--- src/rtl/ctrl_pipe_chain.sv ---
// Chain of DEPTH pipeline control registers with per-stage stall/flush and bubble insertion.
// Optional performance counters are enabled by defining CTRL_PIPE_PERF_EN.
module ctrl_pipe_chain #(
    parameter int unsigned      WIDTH      = 8,
    parameter int unsigned      DEPTH      = 3,
    parameter logic [WIDTH-1:0] BUBBLE_VAL = '0
) (
    input  logic                   clk,
    input  logic                   reset,
    input  logic [WIDTH-1:0]       ctrl_in,
    input  logic                   valid_in,
    output logic                   in_ready,
    input  logic [DEPTH-1:0]       stall,
    input  logic [DEPTH-1:0]       flush,
    output logic [DEPTH*WIDTH-1:0] ctrl_q,
    output logic [DEPTH-1:0]       valid_q,
    output logic [DEPTH*WIDTH-1:0] ctrl_gated
`ifdef CTRL_PIPE_PERF_EN
    ,
    input  logic                   perf_clr,
    output logic [31:0]            perf_stall_cnt,
    output logic [31:0]            perf_kill_cnt
`endif
);

    logic [DEPTH:0]               hold_c;
    logic [DEPTH:0]               hold_up_c;
    logic [(DEPTH+1)*WIDTH-1:0]   src_ctrl_c;
    logic [DEPTH:0]               src_valid_c;
    logic [DEPTH*WIDTH-1:0]       ctrl_d;
    logic [DEPTH-1:0]             valid_d;

    // Effective hold ripples upstream from the last stage; a flush breaks the chain.
    always_comb begin
        hold_c = '0;
        for (int i = int'(DEPTH) - 1; i >= 0; i--) begin
            hold_c[i] = ~flush[i] & (stall[i] | hold_c[i+1]);
        end
    end

    // Bit i of hold_up_c / word i of src_* is what stage i sees from its upstream neighbour.
    always_comb begin
        hold_up_c   = {hold_c[DEPTH-1:0], 1'b0};
        src_ctrl_c  = {ctrl_q, ctrl_in};
        src_valid_c = {valid_q, valid_in};
        in_ready    = ~hold_c[0];
    end

    always_comb begin
        ctrl_d  = ctrl_q;
        valid_d = valid_q;
        for (int i = 0; i < int'(DEPTH); i++) begin
            if (flush[i]) begin
                ctrl_d[i*WIDTH +: WIDTH] = BUBBLE_VAL;
                valid_d[i]               = 1'b0;
            end else if (hold_c[i]) begin
                ctrl_d[i*WIDTH +: WIDTH] = ctrl_q[i*WIDTH +: WIDTH];
                valid_d[i]               = valid_q[i];
            end else if (hold_up_c[i]) begin
                ctrl_d[i*WIDTH +: WIDTH] = BUBBLE_VAL;
                valid_d[i]               = 1'b0;
            end else begin
                ctrl_d[i*WIDTH +: WIDTH] = src_ctrl_c[i*WIDTH +: WIDTH];
                valid_d[i]               = src_valid_c[i];
            end
        end
    end

    always_ff @(posedge clk) begin
        if (reset) begin
            ctrl_q  <= {DEPTH{BUBBLE_VAL}};
            valid_q <= '0;
        end else begin
            ctrl_q  <= ctrl_d;
            valid_q <= valid_d;
        end
    end

    // Invalid stages present the bubble word to consumers.
    always_comb begin
        ctrl_gated = '0;
        for (int i = 0; i < int'(DEPTH); i++) begin
            ctrl_gated[i*WIDTH +: WIDTH] = valid_q[i] ? ctrl_q[i*WIDTH +: WIDTH] : BUBBLE_VAL;
        end
    end

`ifdef CTRL_PIPE_PERF_EN
    logic [31:0] perf_stall_d, perf_stall_q;
    logic [31:0] perf_kill_d,  perf_kill_q;
    logic        kill_c;

    // Saturating counters; clear wins over increment.
    always_comb begin
        kill_c       = |(flush & valid_q);
        perf_stall_d = perf_stall_q;
        perf_kill_d  = perf_kill_q;
        if (perf_clr) begin
            perf_stall_d = '0;
            perf_kill_d  = '0;
        end else begin
            if (hold_c[0] && (perf_stall_q != 32'hFFFF_FFFF)) perf_stall_d = perf_stall_q + 32'd1;
            if (kill_c && (perf_kill_q != 32'hFFFF_FFFF))     perf_kill_d  = perf_kill_q + 32'd1;
        end
    end

    always_ff @(posedge clk) begin
        if (reset) begin
            perf_stall_q <= '0;
            perf_kill_q  <= '0;
        end else begin
            perf_stall_q <= perf_stall_d;
            perf_kill_q  <= perf_kill_d;
        end
    end

    always_comb begin
        perf_stall_cnt = perf_stall_q;
        perf_kill_cnt  = perf_kill_q;
    end
`endif

endmodule

--- config.mk ---
export PLATFORM = sky130hd
export DESIGN_NAME = ctrl_pipe_chain
export DESIGN_NICKNAME = d
export VERILOG_FILES = /design/src/rtl/ctrl_pipe_chain.sv
export SDC_FILE = /design/constraint.sdc
export NUM_CORES = 1
export LEC_CHECK = 0
export CORE_MARGIN = 5
export CORE_UTILIZATION = 40
export CTS_CLUSTER_DIAMETER = 100
export DETAILED_ROUTE_END_ITERATION = 6
export PLACE_DENSITY = 0.82
export SYNTH_ARGS = -nofsm -noshare
export SYNTH_HDL_FRONTEND = slang
export SYNTH_SLANG_ARGS = --single-unit
--- constraint.sdc ---
create_clock -name clk -period 2.3 [get_ports clk]
set_clock_uncertainty 0.15 [all_clocks]
set_input_delay 0.46 -clock clk [delete_from_list [all_inputs] [get_ports clk]]
set_output_delay 0.46 -clock clk [all_outputs]
set_load 0.005 [all_outputs]
==> results of run 1 <==
## flip-flops by register name (all words and copies together) (netlist names)
name,count
ctrl_q,24
valid_q,3
## metal layers
layer	wire length [um]	share of wire, %
met4	51	1.5
met2	1520	44
met1	1480	43
met3	366	11
met5	0	0
## area by class of cell
class | count | area share [%]
Tap cell | 44 | 2.63
Inverter | 2 | 0.358
Clock inverter | 1 | 0.358
Multi-Input combinational cell | 105 | 33.1
Clock buffer | 3 | 1.08
Sequential cell | 27 | 25.8
Timing Repair Buffer | 80 | 36.7
## per-stage QoR
step	instance area (sq um)	hold WS [ns]	cells	total power (uW)	util [%]
6_report	2090	0.359	262	807	68.0
3_5_place_dp	2030	0.340	253	598	65.9
4_1_cts	2100	0.359	263	812	68.3
5_1_grt	2090	0.390	262	842	68.0
2_1_floorplan	1300	0.322	143	545	-
3_3_place_gp	2030	0.328	253	595	65.9
## path summary, 6_finish.rpt
path,start,end,slack [ns]
max reg2reg,valid_q[1]$_SDFFE_PP0N_,valid_q[1]$_SDFFE_PP0N_,1.26
max,stall[1],in_ready,0.11
min,ctrl_q[7]$_SDFFE_PP0N_,ctrl_q[7]$_SDFFE_PP0N_,0.36
min reg2reg,ctrl_q[7]$_SDFFE_PP0N_,ctrl_q[7]$_SDFFE_PP0N_,0.36
## where the power goes
| group | total [uW] | internal, uW | switching, uW |
|---|---|---|---|
| clock network | 211 | 66.8 | 144 |
| logic | 116 | 68.3 | 47.9 |
| registers | 480 | 473 | 6.77 |
| total | 807 | 608 | 199 |
## cells in the final DEF (no fill, tap or decap)
master / synthesis / routed
dfxtp_1: 27 / 27
mux2i_1: 18 / 18
clkinvlp_4: 0 / 1
and2b_1: 1 / 1
nor2b_2: 0 / 1
or2b_1: 1 / 1
clkdlybuf4s50_1: 0 / 66
nor2_2: 10 / 10
clkbuf_4: 1 / 3
clkbuf_2: 0 / 1
or2_1: 1 / 1
a211o_1: 1 / 1
or2_2: 1 / 1
a211oi_2: 1 / 1
and2_1: 24 / 24
nand4b_1: 9 / 9
o21ai_0: 9 / 9
inv_1: 1 / 1
dlymetal6s2s_1: 0 / 1
nand2_1: 18 / 18
buf_4: 0 / 12
nand2b_1: 1 / 1
inv_2: 1 / 1
a21oi_1: 9 / 9
## what timing repair did
item,4_1_cts,5_1_grt
pin swaps,2,2
setup endpoints to repair,1,2
gates resized for setup,2,3
setup buffers,6,0
## cell families (layout without fill, tap and decap cells)
| logic type | count (synthesis) | in the layout | share of synthesized area (%) |
|---|---|---|---|
| compound gates | 20 | 20 | 8.57 |
| flops | 27 | 27 | 41.6 |
| mux | 18 | 18 | 13.9 |
| simple gates | 67 | 67 | 30.7 |
| buf+inv | 11 | 86 | 5.29 |
## worst register-to-register path, cell delays in order (launching register included)
cell	delay, ns
dfxtp_1	0.51
o21ai_0	0.16
a21oi_1	0.16
==> results.cfg, run 1 <==
[finish]
fin_nets = 236
areaGrowthSynthToFinish_pct = 61.1
drive_gt1_share_pct = 14.2
fillers = 257
multiInputGateArea_sq_um = 693
seq_area_sq_um = 541
num_antenna_cells = 0

[sta]
rsz0062_at_grt = no
min_period_ns = 2.19
fin_setup_tns_ns = 0
fin_crit_sh_pct = 95.1
drv_slew = 0
fin_ws_ns = 0.112
max_freq_ghz = 0.457
finalHoldViolations = 0
setup_viol = 0
slew_headroom_pct = 70.5
tightest_slew_ns = 0.442

[setup_path]
crit_type = in2out
worstPathMaxFanout = 2
required_ns = 1.69
slowest_delay_ns = 0.43
arrival_ns = 1.58
crit_chain = clkdlybuf4s50_1, and2b_1, a211oi_2, or2_1, clkbuf_2
cp_top_family = buffers and inverters
cp_slowest_cell = clkdlybuf4s50_1
r2r_cells = 2
crit_buf_inv = 2
cp_num_cells = 5
cp-start-kind = input port
end_kind = output pin

[synthesis]
synth_cell_types = 23
synthesis.area_sq_um = 1300
async_flop_share_pct = 0
yosysTopAreaCell = dfxtp_1
netlist_top_cells_count = dfxtp_1 (27), and2_1 (24), mux2i_1 (18), nand2_1 (18), nor2_2 (10)
synthCells = 143
synth.most_common_cell = dfxtp_1
synth_ff_type = dfxtp_1
yosysSeqAreaShare_pct = 41.6
synth_edf_count = 0
yosys_warnings = 0
avgSynthCellArea_sq_um = 9.09
synthTopCellsByArea = dfxtp_1 (42%), mux2i_1 (14%), and2_1 (12%), nand4b_1 (6.1%), nand2_1 (5.2%)
syn-num-nets = 160
postSynthRegisterBits = 27
yosysTopAreaCellShare_pct = 41.6

[floorplan]
core_sq_um = 3080
fp.dieH_um = 67.0
ioPinCount = 69
start_util_pct = 42.2
die_x_um = 67.0
dieArea_sq_um = 4490
rows = 20

[placed_design]
place_congestion = 0.740
hpwl_um = 2710
io_buffers = 68
dp_slack_ns = -0.294

[flow_run]
max-cap-violations = 0

[worst_hold_path]
hold_path.class = reg2reg
hold_depth = 2

[detailed_routing]
avgViaCountPerCell = 4.76
ant_nets = 0
dr.pass1.iters = 4
drc = 0
drt-initial-drc-count = 30
vias = 1247
wirelength_um = 3420
wire_per_inst_um = 13.0

[clock_network]
clk_pin_slew_ns = 0.14
clock-sinks = 27
cts_made_buffers = 3
cts_tree = yes
root_buffer = clkbuf_4
clock_latency_ns = 0.33
holdBufCountCts = 0
cts.htree.levels = 1
clockBufferDepth = 2

[power]
cellLeakagePower_uw = 0.000773
ir_drop_v = 0.000191
p_per_area_nw_per_um2 = 385

[global_route]
grt_start_max_net_pins = 19
grt_pass1_vias = 1244
antenna_found_initial = 0
overflow = 0
met3_usage_pct = 4.89
use_met1_pct = 19.0
grt_pass1_wl_um = 5710
top_usage_layer = met2
grtUsageTotal_pct = 16.1
grt_use_met2_pct = 27.6

[run_status]
run_status = complete, no violations
(Power assumes the default switching activity.)
==> inputs of run 2 (changes only) <==
--- a/config.mk
+++ b/config.mk
@@ -8,6 +8,7 @@
 export CORE_MARGIN = 5
 export CORE_UTILIZATION = 40
 export CTS_CLUSTER_DIAMETER = 100
+export CTS_CLUSTER_SIZE = 10
 export DETAILED_ROUTE_END_ITERATION = 6
 export PLACE_DENSITY = 0.82
 export SYNTH_ARGS = -nofsm -noshare
==> results of run 2 <==
Same layout as run 1: the final DEF is identical, and so are final timing and power.
==> inputs of run 3 (changes only) <==
--- a/config.mk
+++ b/config.mk
@@ -11,6 +11,7 @@
 export CTS_CLUSTER_SIZE = 10
 export DETAILED_ROUTE_END_ITERATION = 6
 export PLACE_DENSITY = 0.82
+export SETUP_SLACK_MARGIN = 0.3
 export SYNTH_ARGS = -nofsm -noshare
 export SYNTH_HDL_FRONTEND = slang
 export SYNTH_SLANG_ARGS = --single-unit
==> results.cfg, run 3 (synthesis gave the netlist of run 1 again) <==
[run_status]
run_status = complete, no violations

[power]
p_clk_share_pct = 25.7
finalPower_uw = 817
ir_drop_v = 0.000211
switching_share_pct = 24.8
cellLeakagePower_uw = 0.000809
power_frac_seq_pct = 58.4
power.switching_uw = 202
p_int_uw = 615
p_per_area_nw_per_um2 = 376
power_frac_comb_pct = 15.9

[finish]
final_cell_mix = clkdlybuf4s50_1 (63), and2_1 (24), nand2_1 (18), mux2i_1 (18), dfxtp_1 (14)
stdcell_count = 266
areaGrowthSynthToFinish_pct = 67.2
final_util_pct = 70.6
fin_nets = 240
largest_register_ffs = 24
drive_gt1_share_pct = 22.5
reg_top3 = ctrl_q x24, valid_q x3
final_common_cell = clkdlybuf4s50_1
num_antenna_cells = 0
top_register = ctrl_q
fin_area_sq_um = 2170
fillers = 238

[detailed_routing]
avgViaCountPerCell = 4.85
ant_nets = 0
dr.pass1.iters = 4
vias = 1289
drt-initial-drc-count = 37
wirelength_um = 3600
drc = 0
wire_per_inst_um = 13.5

[setup_path]
cp_slowest_cell = clkdlybuf4s50_1
slowest_delay_ns = 0.50
end_kind = output pin
arrival_ns = 1.40
crit_type = reg2out
worstPathMaxFanout = 11
required_ns = 1.69
cp-start-kind = flip-flop
crit_chain = and2_1, clkdlybuf4s50_1

[clock_network]
holdBufCountCts = 0
clk_pin_slew_ns = 0.15
clockBufferDepth = 2
clock-sinks = 27
cts_made_buffers = 3
cts_tree = yes
clock_latency_ns = 0.33
root_buffer = clkbuf_4
cts.htree.levels = 1

[placed_design]
place_congestion = 0.740
post_dp_cell_area_sq_um = 2030
dp.cells = 253
hpwl_um = 2710
dp_slack_ns = -0.294
io_buffers = 68

[sta]
rsz0062_at_grt = yes
finalHoldViolations = 0
setup_viol = 0
drv_slew = 0
tightest_slew_ns = 0.443
fin_ws_ns = 0.294
fin_crit_sh_pct = 87.2
max_freq_ghz = 0.498
min_period_ns = 2.01
slew_headroom_pct = 70.5

[floorplan]
core_sq_um = 3080
rows = 20
dieArea_sq_um = 4490
fp.dieH_um = 67.0
die_x_um = 67.0
start_util_pct = 42.2
ioPinCount = 69

[global_route]
antenna_found_initial = 0
grtUsageTotal_pct = 16.3
grt_pass1_wl_um = 5750
grt_pass1_vias = 1249
grt_start_max_net_pins = 19
overflow = 0

[worst_hold_path]
hold_path.class = reg2reg

[flow_run]
max-cap-violations = 0
## run 3: timing repair
item | in CTS | in global routing
buffers inserted | 8 | 0
endpoints found under the setup margin | 28 | 34
gates resized for setup | 21 | 12
hold endpoints to repair | 0 | 0
gates cloned | 0 | 1
pin swaps | 2 | 2
## run 3: final cells by class
cell class                 count  area [sq um]  share of cell area (%)
timing repair buffer          84           817                    37.6
multi-input combinational    105           699                    32.2
sequential                    27           564                    26.0
tap                           44          55.1                    2.53
clock buffer                   3          22.5                    1.04
clock inverter                 1          7.51                   0.345
inverter                       2          7.51                   0.345
## run 3: layer usage
metal  vias to the layer above  GRT usage, %  routed length, um
li1                        637             -                  -
met1                       570          19.3               1550
met2                        75          27.4               1600
met3                         7          5.06                382
met4                         0          6.08                 65
met5                         -             0                  0
## run 3: critical path, delay by kind of cell (launching register included)
family	cells	cell delay, ns
DFF	1	0.42
buffers and inverters	1	0.50
and+or+nand+nor	1	0.14
## run 3: power by group through the flow
stage	registers, uW	clock network, uW	logic, uW
floorplan	489	0	55.8
global route	479	235	140
finish	477	210	129
CTS	477	214	118
detailed placement	490	0	108
global placement	490	0	105
## run 3: stage by stage
step                      setup TNS [ns]  hold WS, ns
final                                  0        0.343
after global routing                   0        0.372
after CTS                              0        0.345
after detailed placement          -0.294        0.340
after global placement            -0.261        0.328
after floorplan                        0        0.322
## run 3: path summary, 6_finish.rpt
path                            cells past startpoint  slack [ns]                      end                     from
worst max-delay path                                2        0.29            ctrl_gated[6]  valid_q[0]$_SDFFE_PP0N_
worst min-delay path                                2        0.34   ctrl_q[2]$_SDFFE_PP0N_   ctrl_q[2]$_SDFFE_PP0N_
worst max register to register                      3        1.32  valid_q[2]$_SDFFE_PP0N_  valid_q[1]$_SDFFE_PP0N_
worst min register to register                      2        0.34   ctrl_q[2]$_SDFFE_PP0N_   ctrl_q[2]$_SDFFE_PP0N_
